**src/rtl/rv32i_pkg.sv**
```systemverilog
// Shared RV32I constants and the decoded shift-control payload.
package rv32i_pkg;

    localparam int unsigned XLEN    = 32;
    localparam int unsigned REG_W   = 5;
    localparam int unsigned SHAMT_W = 5;
    localparam int unsigned OPC_W   = 7;
    localparam int unsigned F3_W    = 3;
    localparam int unsigned F7_W    = 7;

    localparam logic [OPC_W-1:0] OPC_OP     = 7'b0110011;
    localparam logic [OPC_W-1:0] OPC_OP_IMM = 7'b0010011;

    localparam logic [F3_W-1:0] F3_SLL = 3'b001;
    localparam logic [F3_W-1:0] F3_SR  = 3'b101;

    localparam logic [F7_W-1:0] F7_BASE = 7'b0000000;
    localparam logic [F7_W-1:0] F7_ALT  = 7'b0100000;

    // dir: 0 = left, 1 = right; arithmetic only meaningful for right shifts
    typedef struct packed {
        logic [SHAMT_W-1:0] amount;
        logic               dir;
        logic               arithmetic;
        logic               illegal;
    } shift_ctl_t;

endpackage

```
**src/rtl/barrel_shifter.sv**
```systemverilog
// Combinational 32-bit shifter: logical left, logical right, arithmetic right.
// Ports:
//   data       value to shift
//   amount     shift distance 0..31
//   dir        0 = left, 1 = right
//   arithmetic sign-fill on right shift
//   result_c   shifted value (combinational)
module barrel_shifter
    import rv32i_pkg::*;
(
    input  logic [XLEN-1:0]    data,
    input  logic [SHAMT_W-1:0] amount,
    input  logic               dir,
    input  logic               arithmetic,
    output logic [XLEN-1:0]    result_c
);

    logic [XLEN-1:0] src_c;
    logic [XLEN-1:0] shr_c;
    logic            fill_c;

    // Left shifts reuse the right-shift path by bit-reversing input and output.
    always_comb begin : shift_path
        src_c    = '0;
        result_c = '0;
        for (int i = 0; i < XLEN; i++) begin
            src_c[i] = dir ? data[i] : data[XLEN-1-i];
        end
        fill_c = dir && arithmetic && data[XLEN-1];
        shr_c  = (src_c >> amount) | ({XLEN{fill_c}} & ~({XLEN{1'b1}} >> amount));
        for (int i = 0; i < XLEN; i++) begin
            result_c[i] = dir ? shr_c[i] : shr_c[XLEN-1-i];
        end
    end

endmodule

```
**src/rtl/shift_exec_stage.sv**
```systemverilog
// Two-stage pipelined RV32I shift execute unit (SLL/SRL/SRA and immediates).
// Stage A holds decoded operands, stage B holds the registered result.
// Ports:
//   clk, rst                  clock, async active-high reset
//   flush                     synchronous kill of both stages
//   in_valid/in_ready         upstream handshake
//   in_opcode/funct3/funct7   instruction fields for decode
//   in_rs1, in_rs2, in_shamt  value, register amount, immediate amount
//   in_rd                     destination tag
//   out_valid/out_ready       downstream handshake
//   out_result/out_rd         result (0 when illegal) and destination tag
//   out_illegal               op was not a legal RV32I shift
module shift_exec_stage
    import rv32i_pkg::*;
(
    input  logic               clk,
    input  logic               rst,
    input  logic               flush,
    input  logic               in_valid,
    output logic               in_ready,
    input  logic [OPC_W-1:0]   in_opcode,
    input  logic [F3_W-1:0]    in_funct3,
    input  logic [F7_W-1:0]    in_funct7,
    input  logic [XLEN-1:0]    in_rs1,
    input  logic [XLEN-1:0]    in_rs2,
    input  logic [SHAMT_W-1:0] in_shamt,
    input  logic [REG_W-1:0]   in_rd,
    output logic               out_valid,
    input  logic               out_ready,
    output logic [XLEN-1:0]    out_result,
    output logic [REG_W-1:0]   out_rd,
    output logic               out_illegal
);

    shift_ctl_t          ctl_c;
    logic                unused_rs2_hi;
    logic                a_valid;
    logic [XLEN-1:0]     a_rs1;
    shift_ctl_t          a_ctl;
    logic [REG_W-1:0]    a_rd;
    logic [XLEN-1:0]     shift_result_c;
    logic                b_adv_c;
    logic                accept_c;

    // Only the low five bits of rs2 carry a shift amount in RV32.
    assign unused_rs2_hi = ^in_rs2[XLEN-1:SHAMT_W];

    // Decode opcode/funct fields into shifter controls.
    always_comb begin : decode
        ctl_c        = '0;
        ctl_c.amount = (in_opcode == OPC_OP) ? in_rs2[SHAMT_W-1:0] : in_shamt;
        case (in_funct3)
            F3_SLL: begin
                ctl_c.dir     = 1'b0;
                ctl_c.illegal = (in_funct7 != F7_BASE);
            end
            F3_SR: begin
                ctl_c.dir        = 1'b1;
                ctl_c.arithmetic = (in_funct7 == F7_ALT);
                ctl_c.illegal    = (in_funct7 != F7_BASE) && (in_funct7 != F7_ALT);
            end
            default: ctl_c.illegal = 1'b1;
        endcase
        if ((in_opcode != OPC_OP) && (in_opcode != OPC_OP_IMM)) begin
            ctl_c.illegal = 1'b1;
        end
    end

    // Handshake: A drains into B whenever B is empty or being consumed.
    assign b_adv_c  = a_valid && (!out_valid || out_ready);
    assign in_ready = !a_valid || b_adv_c;
    assign accept_c = in_valid && in_ready;

    // Stage A operand register.
    always_ff @(posedge clk or posedge rst) begin : stage_a
        if (rst) begin
            a_valid <= 1'b0;
            a_rs1   <= '0;
            a_ctl   <= '0;
            a_rd    <= '0;
        end else if (flush) begin
            a_valid <= 1'b0;
        end else if (accept_c) begin
            a_valid <= 1'b1;
            a_rs1   <= in_rs1;
            a_ctl   <= ctl_c;
            a_rd    <= in_rd;
        end else if (b_adv_c) begin
            a_valid <= 1'b0;
        end
    end

    barrel_shifter u_shifter (
        .data       (a_rs1),
        .amount     (a_ctl.amount),
        .dir        (a_ctl.dir),
        .arithmetic (a_ctl.arithmetic),
        .result_c   (shift_result_c)
    );

    // Stage B output register; illegal ops carry a zero result.
    always_ff @(posedge clk or posedge rst) begin : stage_b
        if (rst) begin
            out_valid   <= 1'b0;
            out_result  <= '0;
            out_rd      <= '0;
            out_illegal <= 1'b0;
        end else if (flush) begin
            out_valid <= 1'b0;
        end else if (b_adv_c) begin
            out_valid   <= 1'b1;
            out_result  <= a_ctl.illegal ? '0 : shift_result_c;
            out_rd      <= a_rd;
            out_illegal <= a_ctl.illegal;
        end else if (out_ready) begin
            out_valid <= 1'b0;
        end
    end

endmodule

```
**config.mk**
```make
export PLATFORM = sky130hd
export DESIGN_NAME = shift_exec_stage
export DESIGN_NICKNAME = d
export VERILOG_FILES = /design/src/rtl/rv32i_pkg.sv /design/src/rtl/barrel_shifter.sv /design/src/rtl/shift_exec_stage.sv
export SDC_FILE = /design/constraint.sdc
export NUM_CORES = 1
export LEC_CHECK = 0
export CORE_ASPECT_RATIO = 0.9
export CORE_MARGIN = 4
export CORE_UTILIZATION = 45
export CTS_CLUSTER_DIAMETER = 120
export CTS_CLUSTER_SIZE = 30
export DETAILED_ROUTE_END_ITERATION = 10
export GPL_ROUTABILITY_DRIVEN = 1
export PLACE_DENSITY = 0.72
export SETUP_SLACK_MARGIN = 0.2
export SYNTH_ARGS = -nofsm -noshare
export SYNTH_HDL_FRONTEND = slang
export SYNTH_SLANG_ARGS = --single-unit
```
**constraint.sdc**
```tcl
create_clock -name clk -period 6 [get_ports clk]
set_input_delay 1.8 -clock clk [delete_from_list [all_inputs] [get_ports clk]]
set_output_delay 1.8 -clock clk [all_outputs]
set_load 0.03 [all_outputs]
```
==> results.rst, run 1 <==
.. list-table::
   :header-rows: 1

   * - Metric
     - Value
   * - Initial antenna violation count
     - 0
   * - Port Buffer Count
     - approximately 110
   * - Number of buffers inserted to repair setup after CTS
     - 0
   * - Top cell types by occurrence after synthesis
     - sky130_fd_sc_hd__dfrtp_1 (85), sky130_fd_sc_hd__nand2_1 (66), sky130_fd_sc_hd__mux2_2 (51), sky130_fd_sc_hd__mux2i_1 (50), sky130_fd_sc_hd__clkbuf_1 (38)
   * - CTS tree
     - yes
   * - Netlist cell types
     - 58
   * - Worst-path cell chain
     - clkdlybuf4s50_1, nor2b_1, nand2_1, clkdlybuf4s50_1
   * - Ratio of final minimum period to clock period
     - a little over four fifths
   * - Met2 usage in global routing
     - 43.22%
   * - Vias per cell
     - around 6.6
   * - CTS clk-pin slew, worst paths
     - about 60 ps
   * - Worst setup EP type
     - output pin
   * - Max Clock Freq
     - 0.1973 GHz
   * - Path class of the lowest-slack min-delay path
     - flop to flop
   * - Worst rel slew slack
     - 35.03%
   * - Number of CTS-inserted buffers
     - 9
   * - Met3 track demand over resource in global routing
     - under 10%
   * - Setup slack of the most critical reg-to-reg path
     - around 2400 ps
   * - Number of flip-flops and latches in the synthesized netlist
     - 85
   * - Post-route clock skew
     - 13.73 ps
   * - Dominant delay contributor by cell family on the critical path
     - buffers and inverters
   * - Die H
     - around 120 um
   * - Post-synthesis instance area
     - roughly 6500 um2
   * - Number of vias after detailed routing
     - 6,028
   * - Standby leakage power
     - roughly 3.1 nW
   * - Unrepaired setup endpoints after global routing
     - no
   * - Post-cts resize count
     - 0
   * - Final Max Slew Viols
     - 0
   * - Maximum clock insertion buffer count
     - 2
   * - Post-synth net total
     - 748
   * - Die Footprint
     - ~16,000 um2
   * - Max-capacitance violation count
     - 0
   * - Crit path required time
     - approximately 4200 ps
   * - Core area
     - roughly 14,000 um2
   * - Via count of the first global-routing pass
     - 5,898
   * - IR drop worst, VDD
     - 0.0001746 V
   * - Final wirelength
     - ~22,000 um
   * - TritonCTS sink count
     - 85
   * - Hold violation total from the final report
     - 0
   * - Result of the run
     - completed
   * - Most used DFF post-synth
     - sky130_fd_sc_hd__dfrtp_1
   * - Remaining design rule violation count
     - 0
   * - Detail-routed net length per standard cell
     - 23.95 um
   * - Total design power
     - between 2 and 2.5 mW
   * - Total power density per cell area
     - approximately 280 nW/um2
   * - Source-to-sink clock delay at the later pin of the worst-skew pair
     - 370 ps
   * - Sequential-to-total area share from yosys stat
     - 32.89%
   * - Signed area change from the synthesized netlist to the final layout
     - 22.54%
   * - Critical path's largest stage delay
     - between 600 and 700 ps
   * - Average instance area after synthesis
     - slightly below 10 um2
   * - Met1 track utilization from global routing
     - between 30% and 40%
   * - Ys Warns
     - 0
   * - Final setup violating endpoints
     - 0
   * - Overall overflow remaining after global route
     - 0
   * - Count of flip-flops with a built-in enable after synthesis
     - 0
   * - Initial core utilization
     - 46.01%
   * - Cell taking the most area after synthesis
     - sky130_fd_sc_hd__dfrtp_1
   * - Number of detailed-route iterations in the first pass
     - 5
   * - Detailed placer's ending HPWL
     - about 16,000 um
   * - Gpl congestion
     - 0.9610
   * - Critical setup path kind
     - primary input to output pin
   * - Dominant cell by count in the synthesized netlist
     - sky130_fd_sc_hd__dfrtp_1
   * - Critical path peak fanout
     - 6
   * - CTS root buf
     - sky130_fd_sc_hd__clkbuf_16
   * - Critical path data arrival time
     - 3270 ps
   * - Transition time at the pin with the least slew margin
     - about 950 ps
   * - Wire length of the first global-routing pass
     - 34,140 um
   * - Initial detailed-routing violation count
     - 692
   * - Remaining number of nets flagged by the antenna check after routing
     - 0
   * - Worst hold margin
     - around 480 ps
   * - Fraction of registers with async set or reset after synthesis
     - 100.0%
   * - Synthesized instance count
     - approximately 650
   * - Sum of buffers and inverters on the critical path
     - 2
   * - Slowest-stage cell, CP
     - sky130_fd_sc_hd__clkdlybuf4s50_1
   * - Minimum period implied by the final worst setup slack
     - 5068 ps
   * - Maximum number of pins on one net before global-route repair
     - 52
   * - Most used routing layer in global routing
     - met2
   * - Sort of element at the start of the critical path
     - primary input
   * - Number of levels in the clock H-tree
     - 3
   * - Core Rows
     - slightly above 40
   * - Largest cells by area after synthesis
     - sky130_fd_sc_hd__dfrtp_1 (33%), sky130_fd_sc_hd__mux4_2 (12%), sky130_fd_sc_hd__mux2_2 (8.9%)
   * - Global-route usage over all layers
     - approximately 27%
   * - Proportion of netlist area held by the largest area contributor
     - roughly 33%
   * - Quantity of hold-fixing buffers added after cts
     - 0
   * - Antenna diode count
     - 0
   * - Fraction of final layout cells sized beyond drive strength 1
     - approximately 16%
   * - Cell repeated most along the worst path
     - sky130_fd_sc_hd__clkdlybuf4s50_1
   * - Final nets
     - 818
   * - Number of ports placed on the die boundary
     - around 140
   * - Final TNS setup
     - 0 ps
   * - Horizontal die dimension
     - between 100 and 150 um
path summary, 6_finish.rpt:
path | start | end | cells after the start
min in group asynchronous | rst | a_rs1[7] | 2
worst min register to register | out_illegal | out_illegal | 2
max in group asynchronous | rst | a_ctl[2] | 3
worst max register to register | a_ctl[2] | out_result[25] | 7
worst max-delay path | out_ready | in_ready | 4
worst min-delay path | out_illegal | out_illegal | 2
tightest hold or removal path, delay by kind of cell (launching register included):
kind / cells / cell delay (ps)
AO/OA/AOI/OAI: 1 / 60
flip-flops: 1 / 340
AND/OR/NAND/NOR: 1 / 50
power by group:
part / leakage, nW / switching [mW] / internal, mW
clock: 0.149 / 0.242 / 0.365
combinational: 1.86 / 0.536 / 0.386
sequential: 1.08 / 0.0805 / 0.628
total: 3.08 / 0.858 / 1.38
stage by stage:
step                util (%)  cells  instance area (um2)  setup WS (ps)
floorplan                  -    652                 6467           1915
global route           56.38    919                 7925          811.8
global placement       54.15    904                 7611          997.8
CTS                    56.38    919                 7925          939.4
detailed placement     54.15    904                 7611          947.9
finish                 56.38    919                 7925          931.7
state kept, by name, indices dropped and copies added (netlist names):
register and cells:
a_rd 5, out_valid 1, a_valid 1, out_rd 5, a_ctl 8, out_result 32
a_rs1 32, out_illegal 1
cell usage in the layout, fill, tap and decap left out, drive strengths merged, types with 3 or more instances in the layout:
| master | count |
|---|---|
| clkinv | 3 |
| nor2b | 6 |
| a32oi | 7 |
| nand2b | 7 |
| clkbuf | 10 |
| nor4 | 3 |
| dfrtp | 85 |
| and3 | 6 |
| a2bb2oi | 5 |
| buf | 13 |
| o21ai | 38 |
| clkdlybuf4s50 | 108 |
| o221ai | 6 |
| a21oi | 29 |
| o32ai | 4 |
| inv | 7 |
| nor3 | 15 |
| a22o | 8 |
| and2 | 4 |
| a221o | 5 |
| o211a | 3 |
| or3 | 3 |
| a22oi | 24 |
| o211ai | 12 |
| a32o | 5 |
| nor2 | 33 |
| mux2i | 50 |
| nand3 | 11 |
| mux4 | 36 |
| nand4 | 5 |
| o31ai | 7 |
| a31oi | 8 |
| a221oi | 4 |
| o22ai | 5 |
| mux2 | 51 |
| a211oi | 9 |
| nand2 | 66 |
cells by family (layout without fill, tap and decap cells):
kind of cell | count (synthesis) | after routing | synth area share (%)
AO/OA/AOI/OAI | 189 | 189 | 20.55
XOR/XNOR | 1 | 1 | 0.1354
buffers and inverters | 70 | 144 | 4.778
flip-flops | 85 | 85 | 32.89
multiplexers | 137 | 137 | 29.27
AND/OR/NAND/NOR | 170 | 170 | 12.38
cell type report:
| type | instances | area [um2] |
|---|---|---|
| clock buffers | 10 | 229.0 |
| fillers | 1272 | 6131 |
| inverters | 8 | 31.28 |
| multi-input cells | 497 | 4031 |
| clock inverters | 5 | 85.08 |
| flip-flops and latches | 85 | 2128 |
| repair buffers | 121 | 1179 |
| well taps | 193 | 241.5 |
metal layers:
layer / vias to the layer above / routed length [um]
met3: 44 / 1817
met4: 0 / 462
met5: - / 0
met1: 2996 / 9320
li1: 2687 / -
met2: 301 / 10410
Power figures use the tool's default switching activity.
==> run 2, diff against run 1 <==
--- a/config.mk
+++ b/config.mk
@@ -12,7 +12,7 @@
 export CTS_CLUSTER_SIZE = 30
 export DETAILED_ROUTE_END_ITERATION = 10
 export GPL_ROUTABILITY_DRIVEN = 1
-export PLACE_DENSITY = 0.72
+export PLACE_DENSITY = 0.75
 export SETUP_SLACK_MARGIN = 0.2
 export SYNTH_ARGS = -nofsm -noshare
 export SYNTH_HDL_FRONTEND = slang
==> constraint.sdc (replaced) <==
create_clock -name clk -period 4.3 [get_ports clk]
set_input_delay 1.29 -clock clk [delete_from_list [all_inputs] [get_ports clk]]
set_output_delay 1.29 -clock clk [all_outputs]
set_load 0.03 [all_outputs]
==> results.rst, run 2 (same netlist as run 1, synthesis figures left out) <==
.. list-table::
   :header-rows: 1

   * - Metric
     - Value
   * - Transition time at the pin with the least slew margin
     - just over 1000 ps
   * - Critical path's largest stage delay
     - between 600 and 700 ps
   * - Remaining design rule violation count
     - 0
   * - Number of buffers inserted to repair setup after CTS
     - 0
   * - Slowest-stage cell, CP
     - sky130_fd_sc_hd__clkdlybuf4s50_1
   * - Number of vias after detailed routing
     - around 6,000
   * - Core Rows
     - slightly above 40
   * - Core Util, Final
     - 57.16%
   * - Design Area, Final
     - approximately 8000 um2
   * - Detailed placer's ending HPWL
     - approximately 17,000 um
   * - Initial detailed-routing violation count
     - roughly 670
   * - Worst rel slew slack
     - around a third
   * - Leading cell type in the layout, fill and taps excluded
     - sky130_fd_sc_hd__clkdlybuf4s50_1
   * - Path class of the lowest-slack min-delay path
     - flop to flop
   * - Number of detailed-route iterations in the first pass
     - 5
   * - Met2 usage in global routing
     - 43.03%
   * - Ratio of final minimum period to clock period
     - between 80 and 90%
   * - CTS root buf
     - sky130_fd_sc_hd__clkbuf_16
   * - Worst-case setup slack after placement
     - between 400 and 500 ps
   * - Most used routing layer in global routing
     - met2
   * - Minimum period implied by the final worst setup slack
     - approximately 3900 ps
   * - Overall overflow remaining after global route
     - 0
   * - Horizontal die dimension
     - 134.4 um
   * - Critical setup path kind
     - primary input to output pin
   * - TritonCTS sink count
     - between 80 and 90
   * - Hold violation total from the final report
     - 0
   * - Final nets
     - a little over 800
   * - Standby leakage power
     - between 3 and 4 nW
   * - CTS clk-pin slew, worst paths
     - approximately 70 ps
   * - Final setup violating endpoints
     - 0
   * - Number of levels in the clock H-tree
     - 3
   * - Number of CTS-inserted buffers
     - 9
   * - Max Clock Freq
     - approximately 0.26 GHz
   * - Max-capacitance violation count
     - 0
   * - Post-cts resize count
     - 0
   * - Final wirelength
     - approximately 22,000 um
   * - Crit path required time
     - 3010 ps
   * - Maximum number of pins on one net before global-route repair
     - between 50 and 60
   * - Number of ports placed on the die boundary
     - 136
   * - Maximum clock insertion buffer count
     - 2
   * - Final Max Slew Viols
     - 0
   * - Multi-input gate area
     - roughly 4000 um2
   * - Top Registers
     - a_rs1 x32, out_result x32, a_ctl x8
   * - Gpl congestion
     - between 0.9 and 1
   * - Sum of buffers and inverters on the critical path
     - 2
   * - Critical path peak fanout
     - 2
   * - Fill cell total of the finished layout
     - ~1,200
   * - Quantity of hold-fixing buffers added after cts
     - 0
   * - Detail-routed net length per standard cell
     - approximately 24 um
   * - Remaining number of nets flagged by the antenna check after routing
     - 0
   * - Global-route usage over all layers
     - approximately 28%
   * - Sequential cell area
     - 2128 um2
   * - Worst-path cell chain
     - clkdlybuf4s50_1, nor2b_1, nand2_1, clkdlybuf4s50_1
   * - Die H
     - 121.7 um
   * - Final TNS setup
     - 0 ps
   * - Sort of element at the start of the critical path
     - primary input
   * - Critical path data arrival time
     - around 2600 ps
   * - Worst setup EP type
     - output pin
   * - Dominant delay contributor by cell family on the critical path
     - buffers and inverters
   * - Initial core utilization
     - 46.01%
   * - Source-to-sink clock delay at the later pin of the worst-skew pair
     - between 300 and 400 ps
   * - Vias per cell
     - between 6 and 7
   * - Total design power
     - 3.135 mW
   * - CTS tree
     - yes
   * - Fraction of final layout cells sized beyond drive strength 1
     - approximately 18%
   * - Unrepaired setup endpoints after global routing
     - no
   * - Cell repeated most along the worst path
     - sky130_fd_sc_hd__clkdlybuf4s50_1
   * - IR drop worst, VDD
     - around 0.00029 V
   * - Core area
     - 14,060 um2
   * - Wire length of the first global-routing pass
     - 34,800 um
   * - Via count of the first global-routing pass
     - ~6,100
   * - Result of the run
     - completed
   * - Most frequent cells in the layout
     - sky130_fd_sc_hd__clkdlybuf4s50_1 (108), sky130_fd_sc_hd__dfrtp_1 (84), sky130_fd_sc_hd__nand2_1 (66), sky130_fd_sc_hd__mux2_2 (51), sky130_fd_sc_hd__mux2i_1 (50)
   * - Met1 track utilization from global routing
     - between 30% and 40%
   * - Post-DP Area
     - roughly 7700 um2
   * - Signed area change from the synthesized netlist to the final layout
     - 24.22%
   * - Total power density per cell area
     - between 300 and 400 nW/um2
   * - Final WS setup
     - about 440 ps
   * - Die Footprint
     - around 16,000 um2
   * - Initial antenna violation count
     - 0
   * - Post-route clock skew
     - approximately 11 ps
   * - Met3 track demand over resource in global routing
     - ~6.0%
   * - Port Buffer Count
     - roughly 110
   * - Antenna diode count
     - 0
## run 2: changes by cell type in the layout (fill, tap and decap cells not counted), sizes merged
| cell | delta |
|---|---|
| buf | +13 |
| bufinv | -1 |
| clkinvlp | -1 |
| inv | +3 |
## run 2: metal layers
layer	up-vias	routed length [um]
met2	337	10280
met3	53	1890
li1	2705	-
met1	3043	9360
met4	0	767
met5	-	0
## run 2: worst register-to-register path, delay by kind of cell (launching register included)
family / cells / cell delay [ps]
buffers and inverters: 1 / 310
DFF: 1 / 920
muxes: 3 / 1430
and+or+nand+nor: 1 / 150
AOI/OAI and AO/OA: 2 / 460
## run 2: per-stage QoR
step,hold slack [ps],cells
3_3_place_gp,472.2,917
2_1_floorplan,475.0,652
5_1_grt,520.5,933
4_1_cts,494.4,933
6_report,498.3,933
3_5_place_dp,477.5,917
## run 2: report_power, final
group	internal, mW	switching [mW]	leakage, nW
logic	0.558	0.729	1.93
clock network	0.476	0.354	0.154
registers	0.875	0.143	1.08
total	1.91	1.23	3.16
## run 2: cell type report
class	instances	area share, %
clock buffer	10	2.975
clock inverter	6	0.9189
inverter	8	0.3893
multi-input combinational	497	50.18
sequential	85	26.49
tap	193	3.006
timing repair buffer	134	16.04
## run 2: path summary, 6_finish.rpt
path,slack [ps],start,depth (start not counted),end
max reg2reg,860,a_ctl[2],7,out_result[23]
max in group asynchronous,2260,rst,3,a_ctl[2]
min,500,out_result[21],2,out_result[21]
min in group asynchronous,1350,rst,2,a_rs1[16]
min reg2reg,500,out_result[21],2,out_result[21]
max,440,out_ready,4,in_ready
==> run 3, diff against run 2 <==
--- a/config.mk
+++ b/config.mk
@@ -12,6 +12,7 @@
 export CTS_CLUSTER_SIZE = 30
 export DETAILED_ROUTE_END_ITERATION = 10
 export GPL_ROUTABILITY_DRIVEN = 1
+export MAX_ROUTING_LAYER = met4
 export PLACE_DENSITY = 0.75
 export SETUP_SLACK_MARGIN = 0.2
 export SYNTH_ARGS = -nofsm -noshare
==> results.rst, run 3 (same netlist as run 1, synthesis figures left out) <==
.. list-table::
   :header-rows: 1

   * - Metric
     - Value
   * - Result of the run
     - completed
   * - Path class of the lowest-slack min-delay path
     - flop to flop
   * - Remaining design rule violation count
     - 0
   * - Design Area, Final
     - about 8000 um2
   * - IR drop worst, VDD
     - ~0.00031 V
   * - Max-capacitance violation count
     - 0
   * - Final setup violating endpoints
     - 0
   * - Via count of the first global-routing pass
     - around 5,900
   * - Final WS setup
     - 372.9 ps
   * - Antenna diode count
     - 0
   * - Source-to-sink clock delay at the later pin of the worst-skew pair
     - around 350 ps
   * - Core Rows
     - between 40 and 50
   * - Unrepaired setup endpoints after global routing
     - no
   * - Final TNS setup
     - 0 ps
   * - Detailed placer's ending HPWL
     - between 15,000 and 20,000 um
   * - Initial antenna violation count
     - 0
   * - Worst-path cell chain
     - clkdlybuf4s50_1, nor2b_2, nand2_1, clkdlybuf4s50_1
   * - Total design power
     - between 3 and 4 mW
   * - Core area
     - ~14,000 um2
   * - Global-route usage over all layers
     - ~28%
   * - Most frequent cells in the layout
     - sky130_fd_sc_hd__clkdlybuf4s50_1 (108), sky130_fd_sc_hd__dfrtp_1 (84), sky130_fd_sc_hd__nand2_1 (66), sky130_fd_sc_hd__mux2_2 (51), sky130_fd_sc_hd__mux2i_1 (50)
   * - Sum of buffers and inverters on the critical path
     - 2
   * - TritonCTS sink count
     - 85
   * - Horizontal die dimension
     - 134.4 um
   * - Final wirelength
     - around 23,000 um
   * - Number of vias after detailed routing
     - just over 6,000
   * - Number of detailed-route iterations in the first pass
     - 5
   * - Number of CTS-inserted buffers
     - 9
   * - Topmost layer with routed signal wires
     - met4
   * - Number of placed instances, taps included
     - around 900
   * - CTS tree
     - yes
   * - Minimum period implied by the final worst setup slack
     - approximately 3900 ps
   * - Gpl congestion
     - around 0.96
   * - Crit path required time
     - 3010 ps
   * - Initial detailed-routing violation count
     - between 600 and 700
   * - Remaining number of nets flagged by the antenna check after routing
     - 0
   * - Number of levels in the clock H-tree
     - 3
   * - Wire length on met1
     - 9713 um
   * - Die Footprint
     - 16,360 um2
   * - CTS root buf
     - sky130_fd_sc_hd__clkbuf_16
   * - Multi-input gate area
     - 4034 um2
   * - Number of ports placed on the die boundary
     - around 140
   * - Final Max Slew Viols
     - 0
   * - Maximum number of pins on one net before global-route repair
     - 53
   * - Initial core utilization
     - between 40% and 50%
   * - Detail-routed net length per standard cell
     - roughly 24 um
   * - Worst-case setup slack after placement
     - about 290 ps
   * - Final nets
     - between 800 and 900
   * - Dominant delay contributor by cell family on the critical path
     - buffers and inverters
   * - Critical setup path kind
     - primary input to output pin
   * - Maximum clock insertion buffer count
     - 2
   * - Wire length of the first global-routing pass
     - roughly 35,000 um
   * - Post-DP Area
     - between 7000 and 8000 um2
   * - Total power density per cell area
     - between 300 and 400 nW/um2
   * - Vias per cell
     - 6.628
   * - Port Buffer Count
     - 108
   * - Post-route clock skew
     - 9.735 ps
   * - Worst rel slew slack
     - between 20% and 30%
   * - Sequential cell area
     - 2128 um2
   * - Overall overflow remaining after global route
     - 0
   * - Sort of element at the start of the critical path
     - primary input
   * - Signed area change from the synthesized netlist to the final layout
     - 23.87%
   * - Standby leakage power
     - 3.138 nW
   * - Met3 Wirelength
     - 1882 um
   * - Critical path peak fanout
     - 6
   * - Top Registers
     - a_rs1 x32, out_result x32, a_ctl x8
   * - Die H
     - 121.7 um
   * - Non-filler instance count after layout
     - 929
   * - Slowest-stage cell, CP
     - sky130_fd_sc_hd__clkdlybuf4s50_1
   * - Critical path data arrival time
     - approximately 2600 ps
   * - Cell repeated most along the worst path
     - sky130_fd_sc_hd__clkdlybuf4s50_1
   * - Met2 WL
     - roughly 10,000 um
   * - Leading cell type in the layout, fill and taps excluded
     - sky130_fd_sc_hd__clkdlybuf4s50_1
   * - Ratio of final minimum period to clock period
     - between 90% and 100%
   * - Fraction of final layout cells sized beyond drive strength 1
     - between 10% and 20%
   * - Critical path's largest stage delay
     - 610 ps
   * - Max Clock Freq
     - about 0.25 GHz
   * - CTS clk-pin slew, worst paths
     - roughly 70 ps
   * - Fill cell total of the finished layout
     - 1,232
   * - Worst setup EP type
     - output pin
   * - Transition time at the pin with the least slew margin
     - roughly 1100 ps
   * - Hold violation total from the final report
     - 0
run 3: where the power goes:
group          leakage, nW  internal, mW  switching [mW]
clock                0.157         0.490           0.347
sequential            1.08         0.875           0.135
combinational         1.91         0.553           0.749
run 3: final timing paths:
check,startpoint,end,slack [ps],cells after the start
hold / removal,out_illegal,out_illegal,490,2
max in group asynchronous,rst,a_ctl[2],2230,3
setup reg to reg,a_ctl[2],out_result[1],730,6
hold reg to reg,out_illegal,out_illegal,490,2
min in group asynchronous,rst,a_rs1[15],1370,2
setup / recovery,out_ready,in_ready,370,4
run 3: layout make-up:
cell class / count / area share (%)
Sequential cell: 85 / 26.57
Clock buffer: 11 / 3.155
Clock inverter: 5 / 0.8121
Multi-Input combinational cell: 497 / 50.35
Timing Repair Buffer: 130 / 15.71
Inverter: 8 / 0.3904
Tap cell: 193 / 3.014
run 3: what timing repair did:
item / in CTS / in global routing
hold endpoints to repair: 0 / 0
resized for setup: 0 / 1
endpoints found under the setup margin: 0 / 1
hold buffers: 0 / 0
setup buffers: 0 / 0
run 3: worst reg2reg max path: stages (launching register included):
cell,delay [ps]
sky130_fd_sc_hd__dfrtp_2,1090
sky130_fd_sc_hd__mux4_1,810
sky130_fd_sc_hd__mux2_2,330
sky130_fd_sc_hd__a2bb2oi_1,210
sky130_fd_sc_hd__and3_1,240
sky130_fd_sc_hd__a211oi_1,510
sky130_fd_sc_hd__o21ai_0,200
run 3: metal layers:
layer,GRT usage [%],vias up
met5,-,-
met4,9.860,0
met3,6.936,55
met2,42.78,324
met1,37.59,3079
li1,-,2699
run 3: through the flow:
step                hold WS (ps)  utilization [%]
global placement           469.3            54.72
detailed placement         474.2            54.72
finish                     486.9            57.00
floorplan                  475.0                -
CTS                        490.7            56.98
global route               525.6            57.00
